==> src/rtl/fp_mul_pipe.sv <==
// Three-stage pipelined floating-point multiplier {sign, exp, frac}, denormals flushed to zero.
// Define FP_MUL_ROUND_EN for round-to-nearest-even; without it the fraction is truncated.
module fp_mul_pipe #(
    parameter int unsigned EXP_W  = 8,
    parameter int unsigned FRAC_W = 7
) (
    input  logic                  clk,
    input  logic                  rst,
    input  logic                  in_valid,
    output logic                  in_ready,
    input  logic [EXP_W+FRAC_W:0] arg_0,
    input  logic [EXP_W+FRAC_W:0] arg_1,
    output logic                  out_valid,
    input  logic                  out_ready,
    output logic [EXP_W+FRAC_W:0] ret_0
);
    localparam int unsigned MW = FRAC_W + 1;
    localparam int unsigned PW = 2 * MW;
    localparam int unsigned XW = EXP_W + 2;
    localparam logic [XW-1:0] BIAS = XW'((1 << (EXP_W - 1)) - 1);
    localparam logic [EXP_W:0] EMAX = {1'b0, {EXP_W{1'b1}}};

    logic stall;
    assign stall    = out_valid & ~out_ready;
    assign in_ready = ~stall;

    // S0: unpack and mantissa multiply
    logic [EXP_W-1:0] ea, eb;
    logic [FRAC_W-1:0] fa, fb;
    logic [MW-1:0] ma, mb;
    logic sign0_d, zero0_d, inf0_d;
    logic [PW-1:0] prod0_d;

    always_comb begin
        ea      = arg_0[FRAC_W +: EXP_W];
        eb      = arg_1[FRAC_W +: EXP_W];
        fa      = arg_0[FRAC_W-1:0];
        fb      = arg_1[FRAC_W-1:0];
        ma      = {|ea, fa};
        mb      = {|eb, fb};
        sign0_d = arg_0[EXP_W+FRAC_W] ^ arg_1[EXP_W+FRAC_W];
        zero0_d = (ea == '0) | (eb == '0);
        inf0_d  = (ea == '1) | (eb == '1);
        prod0_d = {{MW{1'b0}}, ma} * {{MW{1'b0}}, mb};
    end

    logic v0_q, sign0_q, zero0_q, inf0_q;
    logic [EXP_W-1:0] ea0_q, eb0_q;
    logic [PW-1:0] prod0_q;

    // S1: normalise, exponent sum, optional rounding
    logic c1;
    logic [PW-2:0] norm;
    logic [FRAC_W-1:0] frac_raw, frac1_d;
    logic [XW-1:0] exp_sum, exp1_d;

    always_comb begin
        c1       = prod0_q[PW-1];
        // Left-align so the bit below the leading one is always at the top of norm
        norm     = c1 ? prod0_q[PW-2:0] : {prod0_q[PW-3:0], 1'b0};
        frac_raw = norm[PW-2 -: FRAC_W];
        exp_sum  = {2'b00, ea0_q} + {2'b00, eb0_q} - BIAS + {{(XW-1){1'b0}}, c1};
    end

`ifdef FP_MUL_ROUND_EN
    logic guard, sticky, round_up, carry;
    always_comb begin
        guard             = norm[FRAC_W];
        sticky            = |norm[FRAC_W-1:0];
        round_up          = guard & (sticky | frac_raw[0]);
        {carry, frac1_d}  = {1'b0, frac_raw} + {{FRAC_W{1'b0}}, round_up};
        exp1_d            = exp_sum + {{(XW-1){1'b0}}, carry};
    end
`else
    logic unused_norm_lsbs;
    assign unused_norm_lsbs = ^norm[FRAC_W:0];
    assign frac1_d          = frac_raw;
    assign exp1_d           = exp_sum;
`endif

    logic v1_q, sign1_q, zero1_q, inf1_q;
    logic [XW-1:0] exp1_q;
    logic [FRAC_W-1:0] frac1_q;

    // S2: special-case select; zero wins over infinity
    logic under, over;
    logic [EXP_W+FRAC_W:0] ret_d;

    always_comb begin
        under = exp1_q[XW-1] | (exp1_q == '0);
        over  = ~exp1_q[XW-1] & (exp1_q[EXP_W:0] >= EMAX);
        if (zero1_q | under) begin
            ret_d = {sign1_q, {(EXP_W + FRAC_W){1'b0}}};
        end else if (inf1_q | over) begin
            ret_d = {sign1_q, {EXP_W{1'b1}}, {FRAC_W{1'b0}}};
        end else begin
            ret_d = {sign1_q, exp1_q[EXP_W-1:0], frac1_q};
        end
    end

    logic v2_q;
    logic [EXP_W+FRAC_W:0] ret_q;

    always_ff @(posedge clk) begin
        if (rst) begin
            v0_q  <= 1'b0;
            v1_q  <= 1'b0;
            v2_q  <= 1'b0;
            ret_q <= '0;
        end else if (!stall) begin
            v0_q  <= in_valid;
            v1_q  <= v0_q;
            v2_q  <= v1_q;
            ret_q <= ret_d;
        end
    end

    always_ff @(posedge clk) begin
        if (!stall) begin
            sign0_q <= sign0_d;
            zero0_q <= zero0_d;
            inf0_q  <= inf0_d;
            ea0_q   <= ea;
            eb0_q   <= eb;
            prod0_q <= prod0_d;
            sign1_q <= sign0_q;
            zero1_q <= zero0_q;
            inf1_q  <= inf0_q;
            exp1_q  <= exp1_d;
            frac1_q <= frac1_d;
        end
    end

    assign out_valid = v2_q;
    assign ret_0     = ret_q;

endmodule

==> config.mk <==
export PLATFORM = sky130hd
export DESIGN_NAME = fp_mul_pipe
export DESIGN_NICKNAME = d
export VERILOG_FILES = /design/src/rtl/fp_mul_pipe.sv
export SDC_FILE = /design/constraint.sdc
export NUM_CORES = 1
export LEC_CHECK = 0
export CAP_MARGIN = 20
export CORE_MARGIN = 4
export CORE_UTILIZATION = 52
export CTS_CLUSTER_SIZE = 30
export DETAILED_ROUTE_END_ITERATION = 10
export GPL_TIMING_DRIVEN = 0
export PLACE_DENSITY = 0.78
export SYNTH_ARGS = -nofsm -noshare
export SYNTH_HDL_FRONTEND = slang
export SYNTH_SLANG_ARGS = --single-unit
==> constraint.sdc <==
create_clock -name clk -period 5.6 [get_ports clk]
set_input_delay 1.12 -clock clk [delete_from_list [all_inputs] [get_ports clk]]
set_output_delay 1.12 -clock clk [all_outputs]
set_load 0.01 [all_outputs]
==> insert_results.sql, run 1 <==
INSERT INTO impl_metrics (metric_group, metric, value, unit) VALUES
('grt', 'gr-total-overflow', '0', ''),
('route', 'first_iter_violations', '87', ''),
('setup_path', 'critPathLaunchType', 'input port', ''),
('cts', 'tritoncts', 'done', ''),
('timing', 'worst_pin_slew', '603', 'ps'),
('timing', 'maxSlewHeadroom', '59.4', '%'),
('synth', 'synth.distinct_cells', '40', ''),
('timing', 'finalMaxSlewViolations', '0', ''),
('synth', 'nets_in_the_synthesized_netlist', '549', ''),
('timing', 'fin_crit', '5430', 'ps'),
('floorplan', 'die_extent_in_x', '103', 'um'),
('synth', 'yosysSeqAreaShare', '38.7', '%'),
('outcome', 'outcome', 'completed', ''),
('synth', 'synth-seq-cells', '67', ''),
('synth', 'mappedNetlistArea', '4710', 'um^2'),
('setup_path', 'startpoint', 'arg_1[4]', ''),
('setup_path', 'path_max_fanout', '8', ''),
('grt', 'grt_antenna_before_repair', '0', ''),
('route', 'route.vias.total', '3196', ''),
('finish', 'area.growth.synth_to_final', '21.6', '%'),
('cts', 'cts-root-to-sink-buffers', '2', ''),
('cts', 'cts.reportedPaths.clkPinSlew', '70', 'ps'),
('cts', 'cts_hold_buffers', '0', ''),
('job', 'maxCapViolations', '0', ''),
('floorplan', 'rows', '34', ''),
('setup_path', 'crit-reg2reg-launch', 'prod0_q[15]', ''),
('timing', 'grt_setup_unrepaired', 'false', ''),
('synth', 'yosys_warnings', '0', ''),
('setup_path', 'regToRegSetupSlack', '2750', 'ps'),
('finish', 'ff_latch_area', '1820', 'um^2'),
('grt', 'largest_net_degree_at_the_start_of_global_routing', '48', ''),
('timing', 'setup_tns', '0', 'ps'),
('route', 'vias_per_cell', '5.23', ''),
('power_and_ir_drop', 'power_density', '371', 'nW/um^2'),
('route', 'first_pass_iters', '4', ''),
('floorplan', 'floorplan.die_area', '10600', 'um^2'),
('timing', 'finalClockSkew', '7.22', 'ps'),
('route', 'detail_route.drc_violations', '0', ''),
('cts', 'clock_latency', '330', 'ps'),
('grt', 'grt_first_pass_wirelength', '14700', 'um'),
('setup_path', 'worstPathRequired', '5670', 'ps'),
('cts', 'clock_tree.root_cell', 'clkbuf_8', ''),
('power_and_ir_drop', 'leakagePower', '2.49', 'nW'),
('route', 'dr_wl_cell', '14.3', 'um'),
('floorplan', 'initial_utilization', '53.7', '%'),
('min_path', 'hold_path_class', 'reg2reg', ''),
('place', 'dp_worst_setup_slack', '-885', 'ps'),
('finish', 'nets', '619', ''),
('synth', 'synth_cells', '428', ''),
('finish', 'final_antenna_diode_count', '0', ''),
('place', 'detailed_place_hpwl', '6780', 'um'),
('finish', 'layout.cells.most_common_list', 'inv_1 (60), edfxtp_1 (48), ha_1 (46), nand2_1 (45), clkdlybuf4s50_1 (44)', ''),
('setup_path', 'worst_ep_arrival_time', '5500', 'ps'),
('floorplan', 'dieHeight', '103', 'um'),
('setup_path', 'critical_path_class', 'in2reg', ''),
('timing', 'layout_worst_path_cycle_share', '96.9', '%'),
('finish', 'layout.cells.most_common', 'inv_1', ''),
('floorplan', 'floorplan.core_area', '8760', 'um^2'),
('route', 'antenna_violating_nets_post_route', '0', ''),
('power_and_ir_drop', 'peakVddDrop', '0.156', 'mV'),
('synth', 'syn_avg_cell_area', '11.0', 'um^2'),
('cts', 'clock_sinks', '67', ''),
('place', 'io_buffer_count', '52', ''),
('cts', 'htree_levels', '3', ''),
('setup_path', 'worstSetupEndpointType', 'flip-flop', ''),
('timing', 'fmax', '184', 'MHz'),
('grt', 'grt_usage', '17.5', '%'),
('cts', 'cts_buffers', '9', ''),
('min_path', 'hold_start', 'sign0_q', ''),
('timing', 'report.final.hold_viol_count', '0', ''),
('timing', 'setup_viol', '0', ''),
('finish', 'fillers', '674', ''),
('place', 'gpl.final_weighted_congestion', '0.893', ''),
('floorplan', 'design.portCount', '54', ''),
('timing', 'setup_ws', '173', 'ps'),
('finish', 'multi_input_comb_area', '2730', 'um^2'),
('finish', 'proportion_of_layout_cells_with_a_drive_suffix_above_1', '11.3', '%'),
('finish', 'final_core_utilization', '65.3', '%'),
('route', 'postRouteWirelength', '8710', 'um'),
('grt', 'first_global_vias', '3295', '');
final cells by class:
| cell class | instances | area share, % |
|---|---|---|
| repair buffers | 59 | 10.4 |
| plain buffers | 6 | 0.525 |
| well taps | 108 | 2.36 |
| inverters | 61 | 4.00 |
| clock inverters | 4 | 0.372 |
| flip-flops and latches | 67 | 31.8 |
| clock buffers | 12 | 2.89 |
| multi-input cells | 294 | 47.6 |
flip-flops by register name, summed over array words and instances (netlist names):
name	cells
inf0_q	1
sign0_q	1
eb0_q	8
ret_0	16
v1_q	1
sign1_q	1
ea0_q	8
inf1_q	1
prod0_q	9
out_valid	1
frac1_q	7
v0_q	1
zero0_q	1
exp1_q	10
zero1_q	1
power by group:
group | total (W) | internal (W) | switching [W]
clock | 0.000365 | 0.000195 | 0.000170
combinational | 0.000975 | 0.000482 | 0.000493
sequential | 0.000780 | 0.000712 | 0.0000677
metrics by stage:
stage / power (W) / instance area [um^2] / hold WS, ps / instances
after CTS: 0.00211 / 5630 / 439 / 607
after detailed placement: 0.00166 / 5380 / 429 / 589
after global placement: 0.00162 / 5360 / 419 / 588
final: 0.00212 / 5720 / 436 / 611
after global routing: 0.00229 / 5720 / 449 / 611
after floorplan: 0.00142 / 4710 / 400 / 428
worst max-delay path, cell delays in order:
cell,delay [ps]
clkdlybuf4s50_1,650
nand2_1,130
fa_1,460
fa_1,570
fa_1,440
fa_1,550
inv_1,40
ha_1,350
a21oi_1,300
o21ai_2,120
a221oi_2,380
o21ai_2,130
a21oi_2,160
xnor2_1,80
synth_stat cells:
cell	count	area share, %
nand2_1	47	3.7
a21o_1	2	0.32
nand4_1	6	0.80
o21a_1	2	0.32
nor3_1	3	0.32
o21bai_1	2	0.32
and2_1	39	5.2
edfxtp_1	48	31
a21boi_0	1	0.16
nor2b_1	3	0.40
xor2_1	6	1.1
nor4_1	4	0.53
or2_2	1	0.13
fa_1	36	15
nand2b_1	1	0.13
nor2_1	19	1.5
o21ai_0	14	1.5
dfxtp_1	19	8.1
o211a_1	1	0.21
mux2_2	7	1.7
a211oi_1	1	0.16
nand4b_1	1	0.19
and4_1	2	0.37
buf_6	1	0.24
nor3_4	1	0.35
o41ai_1	1	0.19
a22oi_2	7	1.9
a2bb2oi_1	1	0.19
ha_1	49	13
a31oi_1	2	0.27
a21oi_1	19	2.0
a2111oi_4	1	0.58
or4_4	1	0.24
clkbuf_1	5	0.40
xnor2_1	10	1.9
inv_1	61	4.9
o41a_1	1	0.24
o21ai_1	1	0.11
o211ai_1	1	0.16
a221oi_2	1	0.32
logic make-up after synthesis:
family	share of synthesized area (%)
adder cells (fa/ha/maj)	28.3
AO/OA/AOI/OAI	8.90
XOR/XNOR	2.98
multiplexers	1.67
buffers and inverters	5.50
flip-flops	38.7
AND/OR/NAND/NOR	13.9
final timing paths:
path                      end  depth (start not counted)
setup / recovery  prod0_q[15]                         14
hold reg to reg       sign1_q                          0
hold / removal        sign1_q                          0
setup reg to reg    exp1_q[8]                         13
layer usage:
metal	vias up	global-route usage [%]	wire (um)
met5	-	0	0
met4	0	6.47	99
met3	8	2.57	470
met2	97	30.6	4410
met1	1506	21.9	3730
li1	1585	-	-
timing repair:
action	in CTS	in global routing
gates cloned	0	0
hold endpoints to repair	0	0
setup endpoints to repair	6	6
pin swaps	6	9
gates resized for setup	10	16
setup buffers	2	4
No activity file was read; power rests on OpenSTA's default activity.
==> run 2: changes to the inputs <==
SETUP_SLACK_MARGIN = 0.02   (was default)
==> insert_results.sql, run 2 (same netlist as run 1, synthesis figures left out) <==
INSERT INTO impl_metrics (metric_group, metric, value, unit) VALUES
('finish', 'layout.cells.most_common', 'inv_1', ''),
('setup_path', 'critPathLaunchType', 'input port', ''),
('setup_path', 'critical_path_class', 'in2reg', ''),
('power_and_ir_drop', 'peakVddDrop', '0.156', 'mV'),
('floorplan', 'initial_utilization', '53.7', '%'),
('cts', 'cts-root-to-sink-buffers', '2', ''),
('min_path', 'hold_path_class', 'reg2reg', ''),
('floorplan', 'dieHeight', '103', 'um'),
('power_and_ir_drop', 'power_report.internal_total', '0.00139', 'W'),
('power_and_ir_drop', 'power_density', '371', 'nW/um^2'),
('grt', 'largest_net_degree_at_the_start_of_global_routing', '48', ''),
('power_and_ir_drop', 'power_frac_comb', '46.0', '%'),
('place', 'io_buffer_count', '52', ''),
('finish', 'nets', '619', ''),
('power_and_ir_drop', 'leakagePower', '2.49', 'nW'),
('setup_path', 'regToRegSetupSlack', '2750', 'ps'),
('grt', 'first_global_vias', '3295', ''),
('power_and_ir_drop', 'power.share.switching', '34.5', '%'),
('timing', 'report.final.hold_viol_count', '0', ''),
('job', 'maxCapViolations', '0', ''),
('setup_path', 'worstPathRequired', '5680', 'ps'),
('cts', 'htree_levels', '3', ''),
('finish', 'final_core_utilization', '65.3', '%'),
('min_path', 'timing.hold.worst_endpoint', 'sign1_q', ''),
('grt', 'grt_first_pass_wirelength', '14700', 'um'),
('power_and_ir_drop', 'power_frac_seq', '36.8', '%'),
('cts', 'clock_latency', '330', 'ps'),
('cts', 'cts_hold_buffers', '0', ''),
('timing', 'layout_worst_path_cycle_share', '96.9', '%'),
('timing', 'maxSlewHeadroom', '59.4', '%'),
('place', 'detailed_place_hpwl', '6780', 'um'),
('power_and_ir_drop', 'power.net_switching', '0.000731', 'W'),
('setup_path', 'timing.rr.end', 'exp1_q[8]', ''),
('cts', 'clock_tree.root_cell', 'clkbuf_8', ''),
('place', 'gpl.final_weighted_congestion', '0.893', ''),
('setup_path', 'timing.reg2reg.worst_path_depth', '13', ''),
('route', 'dr_wl_cell', '14.3', 'um'),
('grt', 'grt_usage', '17.5', '%'),
('min_path', 'hold_start', 'sign0_q', ''),
('cts', 'cts.reportedPaths.clkPinSlew', '70', 'ps'),
('route', 'antenna_violating_nets_post_route', '0', ''),
('setup_path', 'worstSetupEndpointType', 'flip-flop', ''),
('finish', 'proportion_of_layout_cells_with_a_drive_suffix_above_1', '11.3', '%'),
('route', 'postRouteWirelength', '8710', 'um'),
('cts', 'clock_sinks', '67', ''),
('cts', 'cts_buffers', '9', ''),
('timing', 'setup_viol', '0', ''),
('finish', 'layout.cells.most_common_list', 'inv_1 (60), edfxtp_1 (48), ha_1 (46), nand2_1 (45), clkdlybuf4s50_1 (44)', ''),
('timing', 'finalMaxSlewViolations', '0', ''),
('floorplan', 'rows', '34', ''),
('setup_path', 'crit-reg2reg-launch', 'prod0_q[15]', ''),
('power_and_ir_drop', 'pwr-share-clk', '17.2', '%'),
('timing', 'hold_ws', '436', 'ps'),
('finish', 'final_antenna_diode_count', '0', ''),
('timing', 'fin_crit', '5420', 'ps'),
('timing', 'fmax', '184', 'MHz'),
('cts', 'tritoncts', 'done', ''),
('route', 'first_iter_violations', '89', ''),
('timing', 'grt_setup_unrepaired', 'false', ''),
('finish', 'area.growth.synth_to_final', '21.5', '%'),
('route', 'detail_route.drc_violations', '0', ''),
('outcome', 'outcome', 'completed', ''),
('timing', 'worst_pin_slew', '603', 'ps'),
('route', 'route.vias.total', '3193', ''),
('floorplan', 'floorplan.die_area', '10600', 'um^2'),
('route', 'vias_per_cell', '5.23', ''),
('route', 'first_pass_iters', '4', ''),
('grt', 'grt_antenna_before_repair', '0', ''),
('setup_path', 'path_max_fanout', '8', ''),
('setup_path', 'worst_ep_arrival_time', '5500', 'ps'),
('timing', 'finalClockSkew', '5.41', 'ps'),
('floorplan', 'floorplan.core_area', '8760', 'um^2'),
('floorplan', 'design.portCount', '54', ''),
('min_path', 'worst_hold_path.num_cells', '0', ''),
('floorplan', 'die_extent_in_x', '103', 'um'),
('grt', 'gr-total-overflow', '0', ''),
('finish', 'fillers', '675', ''),
('finish', 'largest_register_ff_count', '16', '');
==> run 2: cell types whose count changed in the layout (fill, tap and decap cells not counted), sizes merged <==
cell	change
dlymetal6s2s	-1
clkdlybuf4s15	+1
==> run 2: repair_timing <==
item	4_1_cts	5_1_grt
endpoints found under the hold margin	0	0
gates resized for setup	11	16
setup buffers	2	4
pin swaps	6	9
endpoints found under the setup margin	7	6
==> run 2: through the flow <==
| step | TNS [ps] | instance area [um^2] | setup WS [ps] | total power [W] | cells |
|---|---|---|---|---|---|
| floorplan | 0 | 4710 | 126 | 0.00142 | 428 |
| global placement | -3950 | 5360 | -828 | 0.00162 | 588 |
| detailed placement | -4330 | 5380 | -885 | 0.00166 | 589 |
| CTS | 0 | 5630 | 36.7 | 0.00211 | 607 |
| global route | 0 | 5720 | 20.1 | 0.00229 | 611 |
| finish | 0 | 5720 | 175 | 0.00212 | 611 |
==> run 2: how the worst max path moves through the flow <==
stage	startpoint	endpoint	cells after the start	slack [ps]
after floorplan	arg_1[7]	prod0_q[15]	16	130
after global placement	arg_1[7]	prod0_q[15]	17	-830
after detailed placement	arg_1[7]	prod0_q[15]	17	-880
after CTS	arg_1[11]	prod0_q[15]	18	40
after global routing	arg_1[14]	prod0_q[15]	18	20
final	arg_1[4]	prod0_q[15]	14	180
==> run 2: layer usage <==
layer,track usage (%),routed length [um],vias to the layer above
met5,0,0,-
met4,6.47,99,0
met3,2.57,456,8
met2,30.6,4420,95
met1,21.9,3730,1505
li1,-,-,1585
==> run 2: area by class of cell <==
type	instances	area (um^2)	area share (%)
clock inverter	4	21.3	0.372
timing repair buffer	59	592	10.3
sequential	67	1820	31.9
buffer	6	30.0	0.525
inverter	61	229	4.00
multi-input combinational	294	2730	47.6
tap	108	135	2.36
clock buffer	12	165	2.89
==> run 2: power by group through the flow <==
stage / Clock, W / Sequential (W) / Combinational, W
after floorplan: 0 / 0.000782 / 0.000640
final: 0.000365 / 0.000780 / 0.000975
after CTS: 0.000375 / 0.000781 / 0.000950
after detailed placement: 0 / 0.000791 / 0.000873
after global routing: 0.000400 / 0.000794 / 0.00110
after global placement: 0 / 0.000782 / 0.000834
==> run 2: worst max-delay path, cell delays in order <==
cell	delay [ps]
clkdlybuf4s50_1	650
nand2_1	130
fa_1	460
fa_1	570
fa_1	440
fa_1	550
inv_1	40
ha_1	350
a21oi_1	300
o21ai_2	120
a221oi_2	380
o21ai_2	130
a21oi_2	160
xnor2_1	80
==> run 3: changes to the inputs <==
CTS_CLUSTER_SIZE = default   (was 30)
==> results of run 3 <==
The final DEF is identical to that of run 2; final timing and power are the same.
